## src/rtl/apb_uart_rx_fifo_if.sv

```systemverilog
// APB bus bundle for the UART receiver: the CPU side drives through the master modport,
// and the peripheral answers through the slave modport.
interface apb_uart_rx_fifo_if;
    logic       psel;
    logic [2:0] paddr;
    logic       penable;
    logic       pwrite;
    logic [7:0] pwdata;
    logic [7:0] prdata;
    logic       pslverr;

    modport master (
        output psel, paddr, penable, pwrite, pwdata,
        input  prdata, pslverr
    );

    modport slave (
        input  psel, paddr, penable, pwrite, pwdata,
        output prdata, pslverr
    );
endinterface

```

## src/rtl/apb_uart_rx_fifo.sv

```systemverilog
// APB-slave UART receiver: programmable 5..8 data bits, optional parity, an RX FIFO,
// sticky error flags cleared on read, and a level-sensitive registered interrupt.
module apb_uart_rx_fifo #(
    parameter int FIFO_DEPTH       = 8,
    parameter int RESET_BIT_PERIOD = 10,
    parameter int RESET_DATA_SIZE  = 8
) (
    input  logic                 clk,
    input  logic                 rst,
    input  logic                 serial_in,
    apb_uart_rx_fifo_if.slave    apb,
    output logic                 irq
);
    localparam int PW = $clog2(FIFO_DEPTH);
    localparam int CW = PW + 1;

    typedef enum logic [2:0] {IDLE, START, DATA, PARITY, STOP, PUSH} state_e;

    logic [13:0]   bp_q;
    logic [3:0]    dsize_q;
    logic [2:0]    ctrl_q;
    logic [2:0]    sync_q;
    state_e        state_q, state_d;
    logic [13:0]   cnt_q, cnt_d;
    logic [2:0]    bit_idx_q, bit_idx_d;
    logic [7:0]    shift_q, shift_d;
    logic [13:0]   bp_lat_q, bp_lat_d;
    logic [3:0]    dsize_lat_q, dsize_lat_d;
    logic          par_en_q, par_en_d;
    logic          par_odd_q, par_odd_d;
    logic          par_bad_q, par_bad_d;
    logic          stop_bad_q, stop_bad_d;
    logic [7:0]    mem_q [FIFO_DEPTH];
    logic [PW-1:0] wptr_q, rptr_q;
    logic [CW-1:0] count_q;
    logic [2:0]    err_q, err_d;
    logic          irq_q;

    logic          line, fall;
    logic [13:0]   bp_eff;
    logic          access, wr_acc, rd_acc, dsize_ok, slverr, commit;
    logic          empty, full, pop, push, err_clr;
    logic          set_fram, set_ovr, set_par;
    logic [7:0]    rdata;

    assign line   = sync_q[1];
    assign fall   = sync_q[2] & ~sync_q[1];
    assign bp_eff = (bp_q < 14'd4) ? 14'd4 : bp_q;

    assign access   = apb.psel & apb.penable;
    assign wr_acc   = access & apb.pwrite;
    assign rd_acc   = access & ~apb.pwrite;
    assign dsize_ok = (apb.pwdata >= 8'd5) && (apb.pwdata <= 8'd8);
    assign empty    = (count_q == '0);
    assign full     = (count_q == CW'(FIFO_DEPTH));
    assign pop      = rd_acc && (apb.paddr == 3'd6) && !empty;
    assign err_clr  = rd_acc && (apb.paddr == 3'd1);
    assign commit   = wr_acc & ~slverr;

    // Bus decode: errors and read data are purely combinational so there are no wait states.
    always_comb begin
        slverr = 1'b0;
        rdata  = 8'h00;
        if (apb.paddr == 3'd7) begin
            slverr = 1'b1;
        end else if (apb.pwrite && (apb.paddr == 3'd0 || apb.paddr == 3'd1 || apb.paddr == 3'd6)) begin
            slverr = 1'b1;
        end else if (apb.pwrite && apb.paddr == 3'd4 && !dsize_ok) begin
            slverr = 1'b1;
        end
        case (apb.paddr)
            3'd0:    rdata = {4'(count_q), 2'b00, full, ~empty};
            3'd1:    rdata = {5'b0, err_q};
            3'd2:    rdata = bp_q[7:0];
            3'd3:    rdata = {2'b00, bp_q[13:8]};
            3'd4:    rdata = {4'b0, dsize_q};
            3'd5:    rdata = {5'b0, ctrl_q};
            3'd6:    rdata = empty ? 8'h00 : mem_q[rptr_q];
            default: rdata = 8'h00;
        endcase
        apb.prdata  = apb.psel ? rdata : 8'h00;
        apb.pslverr = apb.psel & slverr;
    end

    always_ff @(posedge clk or posedge rst) begin
        if (rst) begin
            bp_q    <= 14'(RESET_BIT_PERIOD);
            dsize_q <= 4'(RESET_DATA_SIZE);
            ctrl_q  <= 3'b100;
        end else if (commit) begin
            case (apb.paddr)
                3'd2:    bp_q[7:0]  <= apb.pwdata;
                3'd3:    bp_q[13:8] <= apb.pwdata[5:0];
                3'd4:    dsize_q    <= apb.pwdata[3:0];
                3'd5:    ctrl_q     <= apb.pwdata[2:0];
                default: ;
            endcase
        end
    end

    // Frame config is latched at the start edge so mid-frame writes only affect the next frame.
    always_comb begin
        state_d     = state_q;
        cnt_d       = cnt_q;
        bit_idx_d   = bit_idx_q;
        shift_d     = shift_q;
        bp_lat_d    = bp_lat_q;
        dsize_lat_d = dsize_lat_q;
        par_en_d    = par_en_q;
        par_odd_d   = par_odd_q;
        par_bad_d   = par_bad_q;
        stop_bad_d  = stop_bad_q;
        push        = 1'b0;
        set_fram    = 1'b0;
        set_ovr     = 1'b0;
        set_par     = 1'b0;
        case (state_q)
            IDLE: begin
                if (ctrl_q[2] && fall) begin
                    bp_lat_d    = bp_eff;
                    dsize_lat_d = dsize_q;
                    par_en_d    = ctrl_q[0];
                    par_odd_d   = ctrl_q[1];
                    cnt_d       = bp_eff >> 1;
                    bit_idx_d   = 3'd0;
                    shift_d     = 8'h00;
                    par_bad_d   = 1'b0;
                    stop_bad_d  = 1'b0;
                    state_d     = START;
                end
            end
            START: begin
                if (cnt_q != '0) begin
                    cnt_d = cnt_q - 14'd1;
                end else if (line) begin
                    state_d = IDLE;
                end else begin
                    cnt_d   = bp_lat_q - 14'd1;
                    state_d = DATA;
                end
            end
            DATA: begin
                if (cnt_q != '0) begin
                    cnt_d = cnt_q - 14'd1;
                end else begin
                    shift_d[bit_idx_q] = line;
                    cnt_d              = bp_lat_q - 14'd1;
                    if ({1'b0, bit_idx_q} == dsize_lat_q - 4'd1) begin
                        state_d = par_en_q ? PARITY : STOP;
                    end else begin
                        bit_idx_d = bit_idx_q + 3'd1;
                    end
                end
            end
            PARITY: begin
                if (cnt_q != '0) begin
                    cnt_d = cnt_q - 14'd1;
                end else begin
                    par_bad_d = ((^shift_q) ^ line) != par_odd_q;
                    cnt_d     = bp_lat_q - 14'd1;
                    state_d   = STOP;
                end
            end
            STOP: begin
                if (cnt_q != '0) begin
                    cnt_d = cnt_q - 14'd1;
                end else begin
                    stop_bad_d = ~line;
                    state_d    = PUSH;
                end
            end
            PUSH: begin
                state_d  = IDLE;
                set_fram = stop_bad_q;
                set_par  = par_bad_q;
                if (!stop_bad_q && !par_bad_q) begin
                    if (full && !pop) set_ovr = 1'b1;
                    else              push    = 1'b1;
                end
            end
            default: state_d = IDLE;
        endcase
        err_d = (err_clr ? 3'b000 : err_q) | {set_par, set_ovr, set_fram};
    end

    always_ff @(posedge clk or posedge rst) begin
        if (rst) begin
            sync_q      <= 3'b111;
            state_q     <= IDLE;
            cnt_q       <= '0;
            bit_idx_q   <= '0;
            shift_q     <= '0;
            bp_lat_q    <= '0;
            dsize_lat_q <= '0;
            par_en_q    <= 1'b0;
            par_odd_q   <= 1'b0;
            par_bad_q   <= 1'b0;
            stop_bad_q  <= 1'b0;
            err_q       <= '0;
            irq_q       <= 1'b0;
        end else begin
            sync_q      <= {sync_q[1:0], serial_in};
            state_q     <= state_d;
            cnt_q       <= cnt_d;
            bit_idx_q   <= bit_idx_d;
            shift_q     <= shift_d;
            bp_lat_q    <= bp_lat_d;
            dsize_lat_q <= dsize_lat_d;
            par_en_q    <= par_en_d;
            par_odd_q   <= par_odd_d;
            par_bad_q   <= par_bad_d;
            stop_bad_q  <= stop_bad_d;
            err_q       <= err_d;
            irq_q       <= (|count_q) | (|err_q);
        end
    end

    // Push and pop in one cycle leave the count unchanged; pointers wrap naturally.
    always_ff @(posedge clk or posedge rst) begin
        if (rst) begin
            wptr_q  <= '0;
            rptr_q  <= '0;
            count_q <= '0;
        end else begin
            if (push) wptr_q <= wptr_q + PW'(1);
            if (pop)  rptr_q <= rptr_q + PW'(1);
            if (push && !pop)      count_q <= count_q + CW'(1);
            else if (pop && !push) count_q <= count_q - CW'(1);
        end
    end

    always_ff @(posedge clk) begin
        if (push) mem_q[wptr_q] <= shift_q;
    end

    assign irq = irq_q;
endmodule
```

## src/flat_wrapper.sv

```systemverilog
// flat-port wrapper written by rule: the top's interface ports become plain ports
module apb_uart_rx_fifo_flat 
#(
    parameter int FIFO_DEPTH       = 8,
    parameter int RESET_BIT_PERIOD = 10,
    parameter int RESET_DATA_SIZE  = 8
)
  (clk, rst, serial_in, irq, apb_psel, apb_paddr, apb_penable, apb_pwrite, apb_pwdata, apb_prdata, apb_pslverr);
  apb_uart_rx_fifo_if apb_i ();
  input  logic clk;
  input  logic rst;
  input  logic serial_in;
  output logic irq;
  input wire logic [$bits(apb_i.psel)-1:0] apb_psel;
  input wire logic [$bits(apb_i.paddr)-1:0] apb_paddr;
  input wire logic [$bits(apb_i.penable)-1:0] apb_penable;
  input wire logic [$bits(apb_i.pwrite)-1:0] apb_pwrite;
  input wire logic [$bits(apb_i.pwdata)-1:0] apb_pwdata;
  output wire logic [$bits(apb_i.prdata)-1:0] apb_prdata;
  output wire logic [$bits(apb_i.pslverr)-1:0] apb_pslverr;
  assign apb_i.psel = apb_psel;
  assign apb_i.paddr = apb_paddr;
  assign apb_i.penable = apb_penable;
  assign apb_i.pwrite = apb_pwrite;
  assign apb_i.pwdata = apb_pwdata;
  assign apb_prdata = apb_i.prdata;
  assign apb_pslverr = apb_i.pslverr;
  apb_uart_rx_fifo #(.FIFO_DEPTH(FIFO_DEPTH), .RESET_BIT_PERIOD(RESET_BIT_PERIOD), .RESET_DATA_SIZE(RESET_DATA_SIZE)) u_core (.clk(clk), .rst(rst), .serial_in(serial_in), .apb(apb_i), .irq(irq));
endmodule
```

## config.mk

```make
export PLATFORM = sky130hd
export DESIGN_NAME = apb_uart_rx_fifo_flat
export DESIGN_NICKNAME = d
export VERILOG_FILES = /design/src/rtl/apb_uart_rx_fifo_if.sv /design/src/rtl/apb_uart_rx_fifo.sv /design/src/flat_wrapper.sv
export SDC_FILE = /design/constraint.sdc
export NUM_CORES = 1
export LEC_CHECK = 0
export ABC_AREA = 1
export BUFFER_PORTS_ARGS = -buffer_cell sky130_fd_sc_hd__buf_2
export CAP_MARGIN = 20
export CORE_AREA = 2 2 125 127
export DETAILED_ROUTE_END_ITERATION = 8
export DIE_AREA = 0 0 127 129
export GPL_ROUTABILITY_DRIVEN = 0
export PLACE_DENSITY_LB_ADDON = 0.1
export SYNTH_ARGS = -nofsm -noshare
export SYNTH_HDL_FRONTEND = slang
export SYNTH_SLANG_ARGS = --single-unit
```

## constraint.sdc

```tcl
create_clock -name clk -period 3.8 [get_ports clk]
set_clock_uncertainty 0.05 [all_clocks]
set_input_delay 0.57 -clock clk [delete_from_list [all_inputs] [get_ports clk]]
set_output_delay 0.57 -clock clk [all_outputs]
set_load 0.01 [all_outputs]
```

# Yosys cells after proc, flatten, opt, wreduce, memory -nomap -nowiden
# Memories as Yosys holds them, arrays and structs flattened.
# Cells that the tools add are included.
[classes] magnitude_cmp=5 eq_ne=24 add_sub_neg=8 bitwise=13 n_mux=50 reduce_logical=45
[op_table] op="$mux W14" count=6
[op_table] op="$pmux W14 S4" count=1
[op_table] op="$pmux W8 S7" count=1
[op_table] op="$mux W3" count=11
[op_table] op="$mux W8" count=4
[op_table] op="$sub A14 B1 Y14 const B" count=2
[op_table] op="$eq A3 B3 Y1 const B" count=6
[op_table] op="$mux W1" count=17
[op_table] op="$pmux W8 S2" count=1
[op_table] op="$pmux W3 S5" count=1
[op_table] op="$lt A14 B3 Y1 const B" count=1
[op_table] op="$reduce_bool A14 Y1" count=1
[op_table] op="$logic_and A1 B1 Y1" count=13
[op_table] op="$eq A3 B2 Y1 const B" count=4
[op_table] op="$ne A2 B2 Y1 const B" count=5
[op_table] op="$reduce_and A2 Y1" count=5
[op_table] op="$add A3 B1 Y3 const B" count=3
[op_table] op="$reduce_and A3 Y1" count=3
[op_table] op="$bwmux W8" count=1
[op_table] op="$ge A8 B3 Y1 const B" count=1
[op_table] op="$le A8 B4 Y1 const B" count=1
[op_table] op="$mux W4" count=2
[op_table] op="$reduce_and A4 Y1" count=2
[op_table] op="$reduce_bool A2 Y1" count=4
[op_table] op="other kinds (29)" count=49
[word_totals] ram_bits=64 wordCells=166 reg_bits=88 memories=1
[memory_table] memory="u_core.mem_q" depth=8 width=8 read_ports=1 rd_ports_with_merged_regs=0 write_ports=1 line_no="apb_uart_rx_fifo.sv:33" rtl="logic [7:0] mem_q [FIFO_DEPTH];"

# Logic depth before layout (Yosys ltp)
# Gate-level depths: netlist (run 1).
[depth] depth_word=13 mapped_depth=18 ltp_nobuf=18

# Least setup slack after synthesis (run 1)
# No wires, ideal clock.
[synth_timing] path_kind="input to register" startpoint="input apb_penable" endpoint="register u_core.count_q[3]" stages=16 arrival_time_ns=2.307 setup_ns=0.125 path_slack_ns=1.318 required_time_ns=3.625 n_path_buf=0 cell_sequence="inv_1 -> nor3_1 -> nand2_4 -> nand2_2 -> nand2_2 -> inv_2 -> ha_1 -> inv_1 -> ha_1 -> nand2_1 -> nand2_1 -> a21oi_1 -> nand2_1 -> nand2_1 -> nor2_1 -> xor2_1"
[synth_via] elab_chain_len=12
[synth_lines] element="start, declared" line_no="flat_wrapper.sv:16" rtl="input wire logic [$bits(apb_i.penable)-1:0] apb_penable;"
[synth_lines] element="$and A1 B1 Y1 *" line_no="apb_uart_rx_fifo.sv:50" rtl="assign access = apb.psel & apb.penable;"
[synth_lines] element="$and A1 B1 Y1 *" line_no="apb_uart_rx_fifo.sv:52" rtl="assign rd_acc = access & ~apb.pwrite;"
[synth_lines] element="$logic_and A1 B1 Y1 * (2 in series)" line_no="apb_uart_rx_fifo.sv:56" rtl="assign pop = rd_acc && (apb.paddr == 3'd6) && !empty;"
[synth_lines] element="$logic_not A1 Y1 *" line_no="apb_uart_rx_fifo.sv:177" rtl="if (full && !pop) set_ovr = 1'b1;"
[synth_lines] element="$logic_and A1 B1 Y1 *" line_no="apb_uart_rx_fifo.sv:177"
[synth_lines] element="$mux W1 *" line_no="apb_uart_rx_fifo.sv:177"
[synth_lines] element="$mux W1 *" line_no="apb_uart_rx_fifo.sv:176" rtl="if (!stop_bad_q && !par_bad_q) begin"
[synth_lines] element="$mux W1 *" line_no="apb_uart_rx_fifo.sv:117" rtl="case (state_q)"
[synth_lines] element="named net u_core.push" line_no="apb_uart_rx_fifo.sv:42" rtl="logic empty, full, pop, push, err_clr;"
[synth_lines] element="$logic_not A1 Y1" line_no="apb_uart_rx_fifo.sv:228" rtl="else if (pop && !push) count_q <= count_q - CW'(1);"
[synth_lines] element="$logic_and A1 B1 Y1" line_no="apb_uart_rx_fifo.sv:228"
[synth_lines] element="$reduce_bool A2 Y1 (no line)"
[synth_lines] element="end signal, assigned" line_no="apb_uart_rx_fifo.sv:227" rtl="if (push && !pop) count_q <= count_q + CW'(1);"
[synth_lines] element="end signal, assigned" line_no="apb_uart_rx_fifo.sv:228"
[synth_lines] element="end, declared" line_no="apb_uart_rx_fifo.sv:35" rtl="logic [CW-1:0] count_q;"
# Mark *: on every way through the listed nets, which the timed path passes. The rest lies on a longest branch.
# A chain may end at the register's enable or synchronous reset.

# Worst setup path after layout (run 1)
[layout_timing] startpoint="register u_core.rptr_q[0]" endpoint="output apb_prdata[0]"
[layout_via] elab_chain_len=4
[layout_lines] element="start, declared" line_no="apb_uart_rx_fifo.sv:34" rtl="logic [PW-1:0] wptr_q, rptr_q;"
[layout_lines] element="start signal, assigned" line_no="apb_uart_rx_fifo.sv:226" rtl="if (pop) rptr_q <= rptr_q + PW'(1);"
[layout_lines] element="$mem_v2 Z8 W8"
[layout_lines] element="$mux W8" line_no="apb_uart_rx_fifo.sv:78" rtl="3'd6: rdata = empty ? 8'h00 : mem_q[rptr_q];"
[layout_lines] element="$pmux W8 S7" line_no="apb_uart_rx_fifo.sv:71" rtl="case (apb.paddr)"
[layout_lines] element="$mux W8" line_no="apb_uart_rx_fifo.sv:81" rtl="apb.prdata = apb.psel ? rdata : 8'h00;"
[layout_lines] element="end, declared" line_no="flat_wrapper.sv:19" rtl="output wire logic [$bits(apb_i.prdata)-1:0] apb_prdata;"
# Every way passes these cells.

==> flow_metrics.py, run 1 <==
metrics = {
    "run_status": {
        "outcome": "finished clean",
    },
    "pwr": {
        "p_seq_share_pct": 37.1,
        "p_clk_share_pct": 28.2,
        "comb_power_share_pct": 34.7,
        "power_mw": 6.207,
        "irDropWorstVdd_uv": 367.0,
        "p_switching_mw": 2.539,
        "p_leak_nw": 4.071,
        "p_int_mw": 3.668,
        "switching_share_pct": 40.90,
        "power_density_nw_per_um2": 684.2,
    },
    "yosys": {
        "avgSynthCellArea_um2": 8.237,
        "synth_edf_count": 64,
        "syn_nets": 1020,
        "ys_async_sr_fraction_pct": 57.89,
        "ys_seq_area_share_pct": 50.53,
        "ys_types": 45,
        "synth-main-ff-cell": "dfrtp_1",
        "synth_area_um2": 8179,
        "syn_inst": 993,
        "yosys_warnings": 0,
        "ys_seq_elements": 152,
    },
    "timing": {
        "setup-tns-final_ps": 0,
        "hold_viol": 0,
        "setup_viol": 0,
        "relSlewSlack_pct": 38.01,
        "grt_setup_unrepaired": "false",
        "hold-worst-slack_ps": 139.8,
        "finalCritPeriodShare_pct": 81.92,
        "clock.fmax_ghz": 0.3212,
        "worst_pin_slew_ps": 926.4,
        "drv_slew": 0,
        "setup_slack_ps": 687.1,
        "period_needed_ps": 3113,
    },
    "floorplanning": {
        "ioPinCount": 27,
        "dieArea_um2": 16380,
        "core_um2": 14980,
        "die_w_um": 127,
        "rows": 45,
        "start_util_pct": 54.61,
        "die_y_um": 129,
    },
    "detailed_routing": {
        "vias_per_cell": 5.531,
        "ant_nets": 0,
        "vias": 6748,
        "wl_mm": 20.45,
        "drt_iter0_markers": 732,
        "drt_first_pass_iters": 5,
        "drc": 0,
        "wire_per_inst_um": 16.76,
    },
    "grt": {
        "grt_pass1_vias": 6153,
        "grt_pass1_wl_mm": 33.04,
        "grt_max_degree": 38,
        "grt-ovfl-total": 0,
        "grt_usage_pct": 26.36,
        "antenna_found_initial": 1,
    },
    "final_layout": {
        "finalCoreUtilization_pct": 60.57,
        "drive_above_1_share_pct": 12.60,
        "fin_nets": 1046,
        "area_delta_synth_final_pct": 10.91,
        "num_antenna_cells": 0,
    },
    "clocking": {
        "cts_hold_buf": 0,
        "cts.sinks": 152,
        "htree_levels": 4,
        "ctsRootBufferMaster": "clkbuf_16",
        "post_cts_resized": 0,
        "cts_buffer_depth": 2,
        "clkLatencyLatePin_ps": 440,
        "cts_tree": "yes",
        "path_clk_slew_ps": 70,
        "cts_buffers": 17,
        "cts_setup_buffers": 0,
    },
    "setup_path": {
        "critical_path_class": "reg2out",
        "r2r_slack_ps": 1130,
        "crit_fanout": 28,
        "rr_worst_depth": 18,
        "arrival_ps": 2490,
        "cp-end-kind": "output pin",
        "cp.required_ps": 3180,
        "rr_startpoint": "u_core.count_q[1]",
        "r2r-end": "u_core.count_q[3]",
        "start_kind": "flip-flop",
    },
    "run": {
        "cap_violations": 0,
    },
    "place": {
        "hpwl_mm": 14.65,
        "portBuffers": 26,
        "pre_cts_ws_ps": 948.9,
    },
    "hold_path": {
        "holdCritPathClass": "in2async",
    },
}
==> layout make-up <==
cell class	count	area (um2)
Inverter	96	361.6
Timing Repair Buffer	31	167.7
Clock inverter	15	200.2
Clock buffer	17	425.4
Multi-Input combinational cell	721	3548
Fill cell	1345	5906
Tap cell	188	235.2
Sequential cell	152	4133
==> flip-flops by register name, summed over array words and instances, names as in the netlist, 4 cells and up <==
register	flops
u_core.mem_q	64
u_core.bp_lat_q	14
u_core.bp_q	14
u_core.cnt_q	14
u_core.shift_q	8
u_core.count_q	4
u_core.dsize_lat_q	4
u_core.dsize_q	4
==> cell usage after synthesis, types with 3 or more instances <==
library cell / number / area (um2)
nand2_1: 283 / 1062
nor2_1: 121 / 454.2
inv_1: 86 / 322.8
dfrtp_1: 81 / 2027
nand3_1: 76 / 380.4
o21ai_0: 72 / 360.4
edfxtp_1: 64 / 1922
a21oi_1: 20 / 100.1
nor3_1: 16 / 80.08
xor2_1: 14 / 122.6
nor2_2: 13 / 81.33
clkbuf_1: 10 / 37.54
nand4_1: 10 / 62.56
o211ai_1: 10 / 75.07
ha_1: 9 / 112.6
inv_2: 9 / 33.78
xnor2_1: 9 / 78.83
buf_2: 8 / 40.04
nor2_4: 8 / 90.09
a21oi_2: 7 / 61.31
dfstp_2: 7 / 183.9
nand2_2: 7 / 43.79
o22ai_1: 7 / 43.79
o221ai_1: 6 / 52.55
buf_6: 5 / 56.30
nand3b_1: 5 / 37.54
o21ai_1: 5 / 25.02
nand3_2: 3 / 30.03
or2_2: 3 / 18.77
==> cells by family (layout without fill, tap and decap cells) <==
kind of cell | after synthesis | in the layout | share of synthesized area [%]
simple gates | 556 | 556 | 29.94
flops | 152 | 152 | 50.53
compound gates | 132 | 132 | 9.362
buf+inv | 120 | 159 | 6.088
xor+xnor | 23 | 23 | 2.463
fa+ha+maj | 10 | 10 | 1.622
==> worst max-delay path, cell delays in order, from the launching register on <==
cell and delay [ps]:
dfrtp_1 370, inv_1 600, buf_4 260, nand2_1 60, nand2_1 50, nand2_1 40
nand3_1 120, nand3_1 80, nand2_1 60, nand2_1 50, a21oi_1 180, buf_2 170
==> layout by cell type, fill, tap and decap left out, drive strengths merged <==
cell and n:
nor2 142, and2 2, o221ai 6, dfstp 7, dfrtp 81, nor3 19
ha 9, nand3 79, clkinv 9, xor2 14, fa 1, o211ai 10
o21ai 79, o22ai 7, a31oi 1, xnor2 9, bufinv 1, nor3b 1
edfxtp 64, buf 31, or2 4, nand4 12, nand3b 5, clkbuf 17
nand2 291, inv 101, a21oi 27, o41ai 1, o21bai 1, nor4 1
==> worst max-delay path by stage <==
stage | startpoint | endpoint | cells past startpoint | slack, ps
global placement | apb_psel | u_core.count_q[3] | 17 | 990
floorplan | rst | u_core.bit_idx_q[0] | 1 | 910
detailed placement | apb_paddr[0] | u_core.count_q[3] | 18 | 950
CTS | u_core.rptr_q[0] | apb_prdata[0] | 11 | 690
finish | u_core.rptr_q[0] | apb_prdata[0] | 11 | 690
global route | u_core.rptr_q[0] | apb_prdata[0] | 11 | 510
==> stage by stage <==
step	std cells	cell area, um2
CTS	1220	9071
detailed placement	1188	8446
global route	1220	9071
floorplan	993	8179
finish	1220	9071
global placement	1188	8446
==> per-layer routing <==
layer	wire, um	up-vias	GRT usage (%)
li1	-	3330	-
met1	9783	3170	39.05
met2	8965	212	38.36
met3	1347	34	6.611
met4	345	2	8.274
met5	10	-	0
==> power groups by stage <==
| stage | clock network, mW | registers [mW] | logic [mW] |
|---|---|---|---|
| floorplan | 0 | 2.20 | 1.76 |
| global placement | 0 | 2.32 | 2.11 |
| detailed placement | 0 | 2.33 | 2.13 |
| CTS | 1.78 | 2.30 | 2.15 |
| global route | 1.85 | 2.35 | 2.46 |
| finish | 1.75 | 2.30 | 2.15 |
No activity file was read; power rests on OpenSTA's default activity.
==> run 2: changes to the inputs <==
==> constraint.sdc (replaced) <==
create_clock -name clk -period 2.55 [get_ports clk]
set_clock_uncertainty 0.05 [all_clocks]
set_input_delay 0.3825 -clock clk [delete_from_list [all_inputs] [get_ports clk]]
set_output_delay 0.3825 -clock clk [all_outputs]
set_load 0.01 [all_outputs]
==> flow_metrics.py, run 2 (same netlist as run 1, synthesis figures left out) <==
metrics = {
    "run_status": {
        "outcome": "complete, but fails checks",
        "violations": "hold timing",
    },
    "clocking": {
        "clkLatencyLatePin_ps": 430,
        "path_clk_slew_ps": 70,
        "ctsRootBufferMaster": "clkbuf_16",
        "cts.sinks": 152,
        "cts_buffer_depth": 2,
        "htree_levels": 4,
        "cts_tree": "yes",
        "cts_buffers": 17,
    },
    "grt": {
        "grt_usage_pct": 26.15,
        "grt-ovfl-total": 0,
        "antenna_found_initial": 0,
        "grt_pass1_wl_mm": 32.71,
        "grt_pass1_vias": 6303,
        "grt_max_degree": 89,
    },
    "timing": {
        "hold-worst-slack_ps": -2.085,
        "relSlewSlack_pct": 55.92,
        "drv_slew": 0,
        "worst_pin_slew_ps": 655.1,
        "setup_viol": 0,
        "period_needed_ps": 2439,
        "clock.fmax_ghz": 0.4101,
        "finalCritPeriodShare_pct": 95.63,
        "hold_viol": 2,
    },
    "final_layout": {
        "largest_register_ffs": 64,
        "seqCellArea_um2": 4134,
        "drive_above_1_share_pct": 15.31,
        "area_delta_synth_final_pct": 13.97,
        "largest-register": "u_core.mem_q",
        "final_cell_mix": "nand2_1 (282), nor2_1 (121), inv_1 (82), dfrtp_1 (80), nand3_1 (76)",
        "layout_commonest_cell": "nand2_1",
        "num_antenna_cells": 0,
        "final_cells": 1246,
        "multi_input_area_um2": 3563,
        "final_cell_area_um2": 9321,
        "fillers": 1316,
        "fin_nets": 1072,
    },
    "detailed_routing": {
        "drc": 0,
        "wl_mm": 20.83,
        "wire_per_inst_um": 16.72,
        "ant_nets": 0,
        "drt_iter0_markers": 569,
        "vias": 6865,
        "vias_per_cell": 5.510,
        "drt_first_pass_iters": 5,
    },
    "floorplanning": {
        "core_um2": 14980,
        "ioPinCount": 27,
        "die_y_um": 129,
        "rows": 45,
        "die_w_um": 127,
        "start_util_pct": 54.61,
        "dieArea_um2": 16380,
    },
    "pwr": {
        "p_switching_mw": 3.815,
        "p_clk_share_pct": 27.3,
        "comb_power_share_pct": 37.4,
        "p_leak_nw": 4.201,
        "power_mw": 9.523,
        "power_density_nw_per_um2": 1022,
        "irDropWorstVdd_uv": 687.2,
        "p_seq_share_pct": 35.2,
        "p_int_mw": 5.709,
        "switching_share_pct": 40.06,
    },
    "hold_path": {
        "holdCritPathClass": "in2async",
    },
    "run": {
        "cap_violations": 0,
    },
    "setup_path": {
        "crit_family": "compound AO/OA/AOI/OAI gates",
        "crit_fanout": 33,
        "critical_path.cell_chain": "buf_8 > nor2_1 > nor2_1 > o21ai_0 > o21ai_1 > o211ai_1 > a21oi_1 > buf_2",
        "arrival_ps": 2010,
        "critical_path_class": "reg2out",
        "cpPeakStageDelay_ps": 420,
        "cp-end-kind": "output pin",
        "start_kind": "flip-flop",
        "cpMostUsedCell": "nor2_1",
        "cp_num_buf_inv": 2,
        "crit_path_top_delay_cell": "dfrtp_1",
        "cp.required_ps": 2120,
    },
    "place": {
        "dpl_cell_area_um2": 8638,
        "portBuffers": 26,
        "hpwl_mm": 14.57,
        "place_inst": 1210,
    },
}
-- run 2: cell types whose count changed in the layout (fill, tap and decap cells not counted), moves of 2 or more --
| cell | previous run | this run |
|---|---|---|
| buf_12 | 0 | 2 |
| buf_4 | 5 | 26 |
| clkinv_4 | 2 | 0 |
| clkinv_8 | 5 | 1 |
| clkinvlp_4 | 0 | 4 |
| inv_1 | 85 | 82 |
| inv_2 | 9 | 11 |
| inv_6 | 3 | 5 |
-- run 2: worst reg2reg max path, delay by kind of cell, from the launching register on --
kind | cells | cell delay [ps]
and+or+nand+nor | 10 | 960
DFF | 1 | 420
xor gates and xnor gates | 1 | 170
buffers and inverters | 3 | 210
adders and majority gates | 2 | 410
AOI/OAI and AO/OA | 1 | 140
-- run 2: metrics by stage --
stage               setup TNS (ps)  util [%]  setup slack [ps]
floorplan                        0         -             175.0
global placement                 0     57.68             88.20
detailed placement               0     57.68             43.06
CTS                              0     61.80             15.13
global route                -23.81     62.24            -23.81
finish                           0     62.24             111.3
-- run 2: power by group through the flow --
stage               Combinational (mW)  Clock [mW]  Sequential [mW]
finish                            3.56        2.60             3.36
global route                      4.02        2.72             3.40
CTS                               3.45        2.63             3.33
detailed placement                3.42           0             3.38
global placement                  3.39           0             3.37
floorplan                         2.62           0             3.28
-- run 2: area by class of cell --
type	instances	share of cell area, %
inverter	96	3.933
clock buffer	17	4.564
clock inverter	15	1.946
timing repair buffer	57	4.456
tap	188	2.523
sequential	152	44.35
multi-input combinational	721	38.23
-- run 2: repair_timing --
item | 4_1_cts | 5_1_grt
resized for setup | 0 | 12
setup endpoints to repair | 0 | 6
hold buffers | 1 | 0
hold endpoints to repair | 1 | 0
buffers inserted | 0 | 2
-- run 2: path summary, 6_finish.rpt --
| path | end | slack [ps] | start | cells after the start |
|---|---|---|---|---|
| worst max-delay path | apb_prdata[1] | 110 | u_core.rptr_q[0] | 8 |
| worst min-delay path | u_core.ctrl_q[0] | -2 | rst | 3 |
| worst max register to register | u_core.count_q[3] | 120 | u_core.count_q[1] | 17 |
| worst min register to register | u_core.sync_q[1] | 310 | u_core.sync_q[0] | 0 |
| max in group asynchronous | u_core.rptr_q[1] | 2010 | rst | 3 |
| min in group clk | u_core.bp_q[7] | 110 | apb_pwdata[7] | 3 |
-- run 2: metal layers --
layer | GRT usage (%) | part of all wire [%] | up-vias
met1 | 37.78 | 47 | 3272
met3 | 6.819 | 6.9 | 17
met2 | 39.44 | 45 | 202
li1 | - | - | 3374
met5 | 0 | 0 | -
met4 | 7.240 | 0.86 | 0
==> run 3: changes to the inputs <==
--- a/config.mk
+++ b/config.mk
@@ -8,10 +8,12 @@
 export ABC_AREA = 1
 export BUFFER_PORTS_ARGS = -buffer_cell sky130_fd_sc_hd__buf_2
 export CAP_MARGIN = 20
-export CORE_AREA = 2 2 125 127
+export CELL_PAD_IN_SITES_DETAIL_PLACEMENT = 1
+export CELL_PAD_IN_SITES_GLOBAL_PLACEMENT = 1
+export CORE_AREA = 2 2 141 143
 export DETAILED_ROUTE_END_ITERATION = 8
-export DIE_AREA = 0 0 127 129
-export GPL_ROUTABILITY_DRIVEN = 0
+export DIE_AREA = 0 0 143 145
+export GPL_ROUTABILITY_DRIVEN = 1
 export PLACE_DENSITY_LB_ADDON = 0.1
 export SYNTH_ARGS = -nofsm -noshare
 export SYNTH_HDL_FRONTEND = slang
==> flow_metrics.py, run 3 (same netlist as run 1, synthesis figures left out) <==
metrics = {
    "run_status": {
        "outcome": "finished clean",
    },
    "setup_path": {
        "critical_path_class": "reg2out",
        "crit_fanout": 6,
        "cp-end-kind": "output pin",
        "crit_path_top_delay_cell": "dfrtp_2",
        "cpMostUsedCell": "o21ai_1",
        "cpPeakStageDelay_ps": 480,
        "start_kind": "flip-flop",
        "arrival_ps": 2110,
        "cp.required_ps": 2120,
        "critical_path.cell_chain": "buf_6 > nor2_4 > nor2_1 > o21ai_1 > o21ai_1 > o211ai_1 > a21oi_1 > buf_2",
    },
    "clocking": {
        "cts_buffer_depth": 2,
        "cts_tree": "yes",
        "htree_levels": 4,
        "clkLatencyLatePin_ps": 430,
        "path_clk_slew_ps": 70,
        "ctsRootBufferMaster": "clkbuf_16",
        "cts_buffers": 17,
        "cts.sinks": 152,
    },
    "floorplanning": {
        "start_util_pct": 42.58,
        "core_um2": 19210,
        "rows": 51,
        "die_y_um": 145,
        "dieArea_um2": 20740,
        "ioPinCount": 27,
        "die_w_um": 143,
    },
    "pwr": {
        "p_leak_nw": 4.322,
        "power_density_nw_per_um2": 1025,
        "irDropWorstVdd_uv": 714.4,
    },
    "final_layout": {
        "fin_nets": 1089,
        "num_antenna_cells": 0,
        "area_delta_synth_final_pct": 18.25,
        "final_cell_mix": "nand2_1 (282), nor2_1 (118), inv_1 (81), dfrtp_1 (79), nand3_1 (71)",
        "layout_commonest_cell": "nand2_1",
        "largest-register": "u_core.mem_q",
        "final_cells": 1340,
        "largest_register_ffs": 64,
        "finalCoreUtilization_pct": 50.36,
        "fillers": 2286,
        "final_cell_area_um2": 9672,
        "drive_above_1_share_pct": 17.86,
    },
    "place": {
        "pre_cts_ws_ps": -9.210,
        "portBuffers": 26,
        "place.gp.congestion": 0.8403,
        "hpwl_mm": 17.98,
        "dpl_cell_area_um2": 8822,
        "place_inst": 1297,
    },
    "timing": {
        "relSlewSlack_pct": 57.25,
        "setup_slack_ps": 7.848,
        "drv_slew": 0,
        "hold-worst-slack_ps": 121.8,
        "finalCritPeriodShare_pct": 99.69,
        "period_needed_ps": 2542,
        "worst_pin_slew_ps": 639.9,
        "setup_viol": 0,
        "hold_viol": 0,
        "clock.fmax_ghz": 0.3934,
        "grt_setup_unrepaired": "true",
    },
    "detailed_routing": {
        "drc": 0,
        "vias_per_cell": 5.280,
        "vias": 7075,
        "ant_nets": 0,
        "drt_iter0_markers": 396,
        "wire_per_inst_um": 18.81,
        "drt_first_pass_iters": 5,
        "wl_mm": 25.20,
    },
    "grt": {
        "grt_pass1_vias": 7222,
        "grt_pass1_wl_mm": 39.95,
        "antenna_found_initial": 0,
        "grt_usage_pct": 25.09,
        "grt_max_degree": 38,
        "grt-ovfl-total": 0,
    },
    "run": {
        "cap_violations": 0,
    },
    "hold_path": {
        "holdCritPathClass": "in2reg",
    },
}
run 3: cell types whose count changed in the layout (fill, tap and decap cells not counted), moves of 5 or more:
cell,delta
buf_12,+6
buf_4,+5
nand3_1,-5
nand3_2,+5
o21ai_0,-5
run 3: cell type report:
class / instances / area, um2 / area share (%)
clock buffer: 17 / 425.4 / 4.398
multi-input combinational: 721 / 3633 / 37.57
sequential: 152 / 4135 / 42.76
inverter: 96 / 366.6 / 3.790
clock inverter: 15 / 136.4 / 1.410
tap: 265 / 331.6 / 3.428
timing repair buffer: 74 / 643.1 / 6.649
run 3: through the flow:
stage	TNS, ps	power, mW
global route	-16.14	10.57
global placement	0	6.954
floorplan	0	5.902
finish	0	9.914
detailed placement	-9.210	7.051
CTS	-6.294	9.603
run 3: critical path: cells and delay by family (launching register included):
kind                   cells  cell delay, ps
AOI/OAI and AO/OA          4             740
and+or+nand+nor            2             130
buffers and inverters      2             330
DFF                        1             480
run 3: worst paths after layout:
check | startpoint | endpoint | slack, ps | depth (start not counted)
setup / recovery | u_core.rptr_q[0] | apb_prdata[1] | 8 | 8
hold / removal | apb_pwdata[7] | u_core.bp_q[7] | 120 | 3
setup reg to reg | u_core.state_q[0] | u_core.count_q[3] | 190 | 15
hold reg to reg | u_core.sync_q[0] | u_core.sync_q[1] | 310 | 0
max in group asynchronous | rst | u_core.sync_q[1] | 1230 | 4
min in group asynchronous | rst | u_core.dsize_q[1] | 530 | 3
run 3: where the power goes:
| part | switching [mW] | internal [mW] | total, mW |
|---|---|---|---|
| sequential | 0.440 | 2.94 | 3.38 |
| clock | 1.16 | 1.29 | 2.45 |
| combinational | 2.55 | 1.53 | 4.09 |
| total | 4.16 | 5.76 | 9.91 |
run 3: timing repair:
item / 4_1_cts / 5_1_grt
gates resized for setup: 9 / 36
hold endpoints to repair: 20 / 0
buffers inserted: 1 / 5
cloned: 0 / 3
endpoints found under the setup margin: 5 / 6
pin swaps: 3 / 14
hold buffers: 2 / 0
run 3: layer usage:
layer / GRT usage (%) / up-vias / routed length, um
met4: 6.683 / 0 / 460
met3: 4.158 / 37 / 777
li1: - / 3402 / -
met2: 40.60 / 107 / 12150
met5: 0 / - / 0
met1: 34.94 / 3529 / 11810
